### config.mk
export PLATFORM = sky130hd
export DESIGN_NAME = ex_hazard_ctrl
export DESIGN_NICKNAME = d
export VERILOG_FILES = /design/src/rtl/ex_pkg.sv /design/src/rtl/ex_fwd_sel.sv /design/src/rtl/ex_hazard_ctrl.sv
export SDC_FILE = /design/constraint.sdc
export NUM_CORES = 1
export LEC_CHECK = 0
export ABC_AREA = 1
export CORE_AREA = 4 4 143 104
export CTS_BUF_LIST = sky130_fd_sc_hd__clkbuf_8
export DETAILED_ROUTE_END_ITERATION = 8
export DIE_AREA = 0 0 147 108
export GPL_TIMING_DRIVEN = 0
export MAX_ROUTING_LAYER = met4
export PLACE_DENSITY = 0.5
export SLEW_MARGIN = 20
export SYNTH_ARGS = -nofsm -noshare
export SYNTH_HDL_FRONTEND = slang
export SYNTH_SLANG_ARGS = --single-unit
### constraint.sdc
create_clock -name clk -period 5 [get_ports clk]
set_input_delay 1 -clock clk [delete_from_list [all_inputs] [get_ports clk]]
set_output_delay 1 -clock clk [all_outputs]
set_load 0.005 [all_outputs]
### src/rtl/ex_pkg.sv
// ---------------------------------------------------------------------------
// ex_pkg
// Shared definitions for the execute-phase hazard/forwarding controller:
//   REG_AW / OP_W      register-address and ALU-opcode widths
//   MUX_*              operand-select encodings driven onto mux1/mux2
//   ALU_NOP            opcode presented to the ALU on a bubble
//   track_ent_t        one pipeline tracking entry {valid, rd, we, is_load}
// ---------------------------------------------------------------------------
package ex_pkg;

    localparam int REG_AW = 5;
    localparam int OP_W   = 5;

    localparam logic [1:0] MUX_RS    = 2'b00;
    localparam logic [1:0] MUX_MEMWB = 2'b01;
    localparam logic [1:0] MUX_EXMEM = 2'b10;
    localparam logic [1:0] MUX_ZERO  = 2'b11;

    localparam logic [OP_W-1:0] ALU_NOP = 5'b00000;

    typedef struct packed {
        logic              valid;
        logic [REG_AW-1:0] rd;
        logic              we;
        logic              is_load;
    } track_ent_t;

    // An empty slot: what a bubble or a reset leaves behind.
    localparam track_ent_t TRK_EMPTY = '{valid: 1'b0, rd: '0, we: 1'b0, is_load: 1'b0};

endpackage : ex_pkg

### src/rtl/ex_fwd_sel.sv
// ---------------------------------------------------------------------------
// ex_fwd_sel
// Combinational forwarding selector for one source operand of the instruction
// currently in decode.
//   src_i        source register address
//   use_i        instruction actually reads this source
//   ex_ent_i     tracking entry of the instruction now in EX
//   mem_valid_i  MEM (EX/MEM) entry valid
//   mem_rd_i     MEM entry destination
//   mem_we_i     MEM entry writes its destination
//   sel_o        operand select (MUX_RS / MUX_MEMWB / MUX_EXMEM / MUX_ZERO)
//   hit_load_o   the newest producer of src is a load still in EX
// ---------------------------------------------------------------------------
module ex_fwd_sel
    import ex_pkg::*;
(
    input  logic [REG_AW-1:0] src_i,
    input  logic              use_i,
    input  track_ent_t        ex_ent_i,
    input  logic              mem_valid_i,
    input  logic [REG_AW-1:0] mem_rd_i,
    input  logic              mem_we_i,
    output logic [1:0]        sel_o,
    output logic              hit_load_o
);

    always_comb begin
        sel_o      = MUX_RS;
        hit_load_o = 1'b0;
        if (use_i) begin
            if (src_i == '0) begin
                // x0 is hard zero: never forwarded, never a load-use hazard.
                sel_o = MUX_ZERO;
            end else if (ex_ent_i.valid && ex_ent_i.is_load && (ex_ent_i.rd == src_i)) begin
                // Load data is not available until MEM/WB; the select is
                // irrelevant because the top inserts a bubble instead.
                hit_load_o = 1'b1;
            end else if (ex_ent_i.valid && ex_ent_i.we && (ex_ent_i.rd == src_i)) begin
                // EX is checked before MEM so the newest producer wins.
                sel_o = MUX_EXMEM;
            end else if (mem_valid_i && mem_we_i && (mem_rd_i == src_i)) begin
                sel_o = MUX_MEMWB;
            end
        end
    end

endmodule : ex_fwd_sel

### src/rtl/ex_hazard_ctrl.sv
// ---------------------------------------------------------------------------
// ex_hazard_ctrl
// Sequencing/forwarding controller between decode and the execute-phase ALU.
// Tracks the destinations of the instructions in EX, EX/MEM and MEM/WB,
// drives the operand-select muxes and alu_op, and inserts load-use bubbles.
//   clk, rst          clock, synchronous active-high reset
//   id_*_i            instruction presented by decode
//   id_ready_o        decode instruction accepted this cycle (combinational)
//   mem_stall_i       freeze all tracking and registered outputs
//   flush_i           branch redirect: ID instruction dropped, next EX bubble
//   ex_valid_o        EX holds a real instruction
//   alu_op_o          ALU operation (ALU_NOP on a bubble)
//   mux1_o / mux2_o   operand1 / operand2 select
//   mux3_o            immediate replaces operand2
//   stall_cnt_o       saturating count of cycles decode was held off
// All outputs except id_ready_o are registered and change on the edge where
// execute captures its operands.
// ---------------------------------------------------------------------------
module ex_hazard_ctrl
    import ex_pkg::*;
(
    input  logic              clk,
    input  logic              rst,
    input  logic              id_valid_i,
    output logic              id_ready_o,
    input  logic [REG_AW-1:0] id_rs1_i,
    input  logic [REG_AW-1:0] id_rs2_i,
    input  logic              id_use_rs1_i,
    input  logic              id_use_rs2_i,
    input  logic              id_use_imm_i,
    input  logic [REG_AW-1:0] id_rd_i,
    input  logic              id_rd_we_i,
    input  logic              id_is_load_i,
    input  logic [OP_W-1:0]   id_alu_op_i,
    input  logic              mem_stall_i,
    input  logic              flush_i,
    output logic              ex_valid_o,
    output logic [OP_W-1:0]   alu_op_o,
    output logic [1:0]        mux1_o,
    output logic [1:0]        mux2_o,
    output logic              mux3_o,
    output logic [31:0]       stall_cnt_o
);

    localparam int N_SRC   = 2;
    localparam int N_TRK   = 3;
    localparam int TRK_EX  = 0;
    localparam int TRK_MEM = 1;

    // Tracking entries: index 0 = EX, 1 = EX/MEM, 2 = MEM/WB.
    track_ent_t trk_q     [N_TRK];
    track_ent_t trk_d     [N_TRK];
    track_ent_t trk_shift [N_TRK];

    logic              ex_valid_q, ex_valid_d;
    logic [OP_W-1:0]   alu_op_q,   alu_op_d;
    logic [1:0]        mux1_q,     mux1_d;
    logic [1:0]        mux2_q,     mux2_d;
    logic              mux3_q,     mux3_d;
    logic [31:0]       stall_cnt_q, stall_cnt_d;

    logic [REG_AW-1:0] src      [N_SRC];
    logic              src_use  [N_SRC];
    logic [1:0]        sel      [N_SRC];
    logic              hit_load [N_SRC];

    logic              load_use;
    logic              id_ready;
    logic              accept;
    track_ent_t        id_ent;

    assign src[0]     = id_rs1_i;
    assign src[1]     = id_rs2_i;
    assign src_use[0] = id_use_rs1_i;
    assign src_use[1] = id_use_rs2_i;

    generate
        for (genvar gi = 0; gi < N_SRC; gi++) begin : g_fwd
            ex_fwd_sel u_fwd_sel (
                .src_i       (src[gi]),
                .use_i       (src_use[gi]),
                .ex_ent_i    (trk_q[TRK_EX]),
                .mem_valid_i (trk_q[TRK_MEM].valid),
                .mem_rd_i    (trk_q[TRK_MEM].rd),
                .mem_we_i    (trk_q[TRK_MEM].we),
                .sel_o       (sel[gi]),
                .hit_load_o  (hit_load[gi])
            );
        end
    endgenerate

    // A hazard only matters when decode actually presents an instruction.
    assign load_use   = id_valid_i & (hit_load[0] | hit_load[1]);
    assign id_ready   = ~rst & ~mem_stall_i & ~load_use & ~flush_i;
    assign id_ready_o = id_ready;
    assign accept     = id_valid_i & id_ready;

    assign id_ent = '{valid: 1'b1, rd: id_rd_i, we: id_rd_we_i, is_load: id_is_load_i};

    // Shifted view of the pipe: new EX is the accepted instruction or a
    // bubble; the instruction leaving EX (e.g. the redirecting branch itself)
    // and older entries keep moving even on a flush.
    assign trk_shift[0] = accept ? id_ent : TRK_EMPTY;
    generate
        for (genvar gi = 1; gi < N_TRK; gi++) begin : g_shift
            assign trk_shift[gi] = trk_q[gi-1];
        end
    endgenerate

    always_comb begin
        for (int k = 0; k < N_TRK; k++) begin
            trk_d[k] = mem_stall_i ? trk_q[k] : trk_shift[k];
        end
    end

    always_comb begin
        ex_valid_d  = ex_valid_q;
        alu_op_d    = alu_op_q;
        mux1_d      = mux1_q;
        mux2_d      = mux2_q;
        mux3_d      = mux3_q;
        stall_cnt_d = stall_cnt_q;

        if (id_valid_i && !id_ready && (stall_cnt_q != 32'hFFFF_FFFF)) begin
            stall_cnt_d = stall_cnt_q + 32'd1;
        end

        if (!mem_stall_i) begin
            if (accept) begin
                ex_valid_d = 1'b1;
                alu_op_d   = id_alu_op_i;
                mux1_d     = sel[0];
                mux2_d     = sel[1];
                mux3_d     = id_use_imm_i;
            end else begin
                ex_valid_d = 1'b0;
                alu_op_d   = ALU_NOP;
                mux1_d     = MUX_ZERO;
                mux2_d     = MUX_ZERO;
                mux3_d     = 1'b0;
            end
        end
    end

    always_ff @(posedge clk) begin
        if (rst) begin
            for (int k = 0; k < N_TRK; k++) begin
                trk_q[k] <= TRK_EMPTY;
            end
            ex_valid_q  <= 1'b0;
            alu_op_q    <= ALU_NOP;
            mux1_q      <= MUX_ZERO;
            mux2_q      <= MUX_ZERO;
            mux3_q      <= 1'b0;
            stall_cnt_q <= '0;
        end else begin
            for (int k = 0; k < N_TRK; k++) begin
                trk_q[k] <= trk_d[k];
            end
            ex_valid_q  <= ex_valid_d;
            alu_op_q    <= alu_op_d;
            mux1_q      <= mux1_d;
            mux2_q      <= mux2_d;
            mux3_q      <= mux3_d;
            stall_cnt_q <= stall_cnt_d;
        end
    end

    assign ex_valid_o  = ex_valid_q;
    assign alu_op_o    = alu_op_q;
    assign mux1_o      = mux1_q;
    assign mux2_o      = mux2_q;
    assign mux3_o      = mux3_q;
    assign stall_cnt_o = stall_cnt_q;

endmodule : ex_hazard_ctrl

==> impl_metrics.py <==
metrics = {
    "run_status": {
        "outcome": "finished clean",
    },
    "clock_network": {
        "cts_max_path_buffers": 2,
        "postCtsSetupRepairBufs": 0,
        "root_buffer": "clkbuf_8",
        "htree_levels": 3,
        "holdBufCountCts": 0,
        "cts-resized-gates": 0,
        "cts_sinks": 58,
        "cts_buffers": 9,
        "tritoncts": "built",
        "insertion_delay_ps": 340,
        "cts.clk_slew.worst_paths_ps": 60,
    },
    "synth": {
        "yosysSeqAreaShare_pct": 39.4,
        "ys_seq_elements": 58,
        "syn_area_um2": 3330,
        "syn-instance-count": 476,
        "ys_types": 26,
        "avgSynthCellArea_um2": 6.99,
        "yosys_warnings": 0,
        "yosysTopAreaCellShare_pct": 25.9,
        "ys_top_cells_by_area": "dfxtp_1, nand2_1, edfxtp_1",
        "synth_top_area_cell": "dfxtp_1",
        "syn-num-nets": 507,
    },
    "layout": {
        "nFillCells": 1496,
        "final_common_cell": "nand2_1",
        "mostFrequentLayoutCells": "nand2_1, clkdlybuf4s50_1, nor2_1",
        "area_delta_synth_final_pct": 36.1,
        "drive_above_1_share_pct": 5.13,
        "nets": 591,
        "diodes": 0,
        "final_area_um2": 4530,
    },
    "power_and_ir_drop": {
        "powerDensity_nw_per_um2": 250,
        "switching_share_pct": 23.3,
        "p_leak_nw": 1.73,
        "power.internal_mw": 0.869,
        "pwr-share-seq_pct": 44.5,
        "share_comb_of_total_power_pct": 9.2,
        "p_switching_mw": 0.263,
        "p_clk_share_pct": 46.4,
        "peakVddDrop_uv": 118,
    },
    "routing": {
        "drc": 0,
        "wl_per_cell_um": 14.0,
        "ant_nets": 0,
        "vias": 3249,
        "firstDrtPassIters": 4,
        "drt-initial-drc-count": 221,
        "viasPerCell": 4.30,
        "postRouteWirelength_um": 10600,
    },
    "setup_path": {
        "worstPathRequired_ps": 4000,
        "startpoint_type": "input port",
        "crit_path_end_kind": "primary output",
        "crit_type": "input port to primary output",
        "worst_ep_arrival_time_ps": 3250,
        "cp_max_fo": 10,
    },
    "timing": {
        "final.setup_skew_ps": 10.8,
        "setup_viol": 0,
        "max_freq_mhz": 235,
        "hold_viol_final": 0,
        "tns_ps": 0,
        "slew_headroom_pct": 46.9,
        "worst_slew_pin_slew_ps": 795,
        "report.final.slew_viol_count": 0,
        "rsz0062_at_grt": "false",
        "fin_crit_ps": 4250,
        "fin_crit_sh_pct": 85.0,
    },
    "floorplan": {
        "num_rows": 36,
        "fp.dieW_um": 147,
        "core_um2": 13600,
        "die_y_um": 108,
        "initial_utilization_pct": 24.5,
        "io_pins": 74,
        "die_area_um2": 15900,
    },
    "grt": {
        "track_usage_pct": 13.7,
        "antenna_found_initial": 0,
        "first_global_vias": 3130,
        "grt-ovfl-total": 0,
        "grt_max_degree": 21,
        "grt_pass1_wl_um": 16600,
    },
    "min_path": {
        "min_path_type": "register to register",
    },
    "flow_run": {
        "cap_violations": 0,
    },
    "place": {
        "post-dp-hpwl_um": 8500,
        "gp_congestion": 0.905,
        "place.port_buffers": 73,
        "postPlaceCellArea_um2": 4300,
    },
}
==> Yosys cell counts <==
library cell,instances
ha_1,1
a21oi_1,37
nand3_1,50
nand4_1,8
inv_1,45
nor2_4,1
nor3b_1,2
nor2_1,53
dfxtp_1,43
nand2_2,1
or2_2,1
buf_6,3
nor3_2,1
inv_2,1
nand2_4,1
xor2_1,26
o21ai_0,3
buf_1,2
nor3_1,16
nand3b_1,2
nand3_2,1
buf_2,4
clkbuf_1,5
nand2_1,138
edfxtp_1,15
xnor2_1,16
==> layer usage <==
metal  up-vias  GRT usage, %  part of all wire, %  wire length, um
met5         -             -                    0                0
met4         0          2.79                 0.87               92
met2        62          18.9                   40             4290
li1       1694             -                    -                -
met1      1484          20.4                   54             5750
met3         9          3.14                  4.3              460
==> registers in the layout (all words and copies together), names as in the netlist <==
name / count
alu_op_o: 5
mux1_o: 2
ex_valid_o: 1
trk_q: 15
mux2_o: 2
mux3_o: 1
stall_cnt_o: 32
==> cell type report <==
| type | count | area [um2] | area share [%] |
|---|---|---|---|
| multi-input cells | 358 | 1760 | 38.9 |
| flip-flops and latches | 58 | 1310 | 29.0 |
| repair buffers | 73 | 731 | 16.1 |
| well taps | 190 | 238 | 5.25 |
| inverters | 46 | 173 | 3.81 |
| clock buffers | 9 | 124 | 2.74 |
| clock inverters | 7 | 109 | 2.40 |
| plain buffers | 14 | 80.1 | 1.77 |
==> power by group through the flow <==
stage | combinational, mW | sequential (mW) | clock [mW]
2_1_floorplan | 0.0507 | 0.512 | 0
3_3_place_gp | 0.104 | 0.514 | 0
3_5_place_dp | 0.104 | 0.514 | 0
4_1_cts | 0.105 | 0.504 | 0.539
5_1_grt | 0.115 | 0.505 | 0.562
6_report | 0.104 | 0.504 | 0.525
==> cell families after synthesis <==
group	Yosys count	share of synthesized area [%]
AND/OR/NAND/NOR	275	35.5
buffers and inverters	60	7.60
flip-flops	58	39.4
XOR/XNOR	42	11.1
AO/OA/AOI/OAI	40	6.02
adder cells (fa/ha/maj)	1	0.376
==> worst paths after layout <==
path / startpoint / end / slack [ps] / depth (start not counted)
setup / recovery: id_rs2_i[4] / id_ready_o / 750 / 11
setup reg to reg: stall_cnt_o[1]$_SDFFE_PP0P_ / stall_cnt_o[20]$_SDFFE_PP0P_ / 2730 / 11
hold reg to reg: mux3_o$_SDFFE_PP0N_ / mux3_o$_SDFFE_PP0N_ / 450 / 2
hold / removal: mux3_o$_SDFFE_PP0N_ / mux3_o$_SDFFE_PP0N_ / 450 / 2
==> per-stage QoR <==
| stage | std cells | power (mW) | hold slack [ps] | utilization [%] | setup slack (ps) |
|---|---|---|---|---|---|
| floorplan | 476 | 0.563 | 448 | - | 2030 |
| global placement | 739 | 0.618 | 438 | 31.7 | 728 |
| detailed placement | 739 | 0.619 | 443 | 31.7 | 731 |
| CTS | 755 | 1.15 | 455 | 33.4 | 719 |
| global route | 755 | 1.18 | 471 | 33.4 | 529 |
| finish | 755 | 1.13 | 455 | 33.4 | 750 |
==> worst max-delay path: stages <==
cell and delay [ps]:
clkdlybuf4s50_1 570, xnor2_1 140, nand2_1 70, nor2_1 260, nand3_1 110, nand2_1 80, nand2_1 80, nand2_2 160
buf_2 260, inv_1 60, clkdlybuf4s50_1 450
Note: power is estimated with default switching activity, not from simulation.
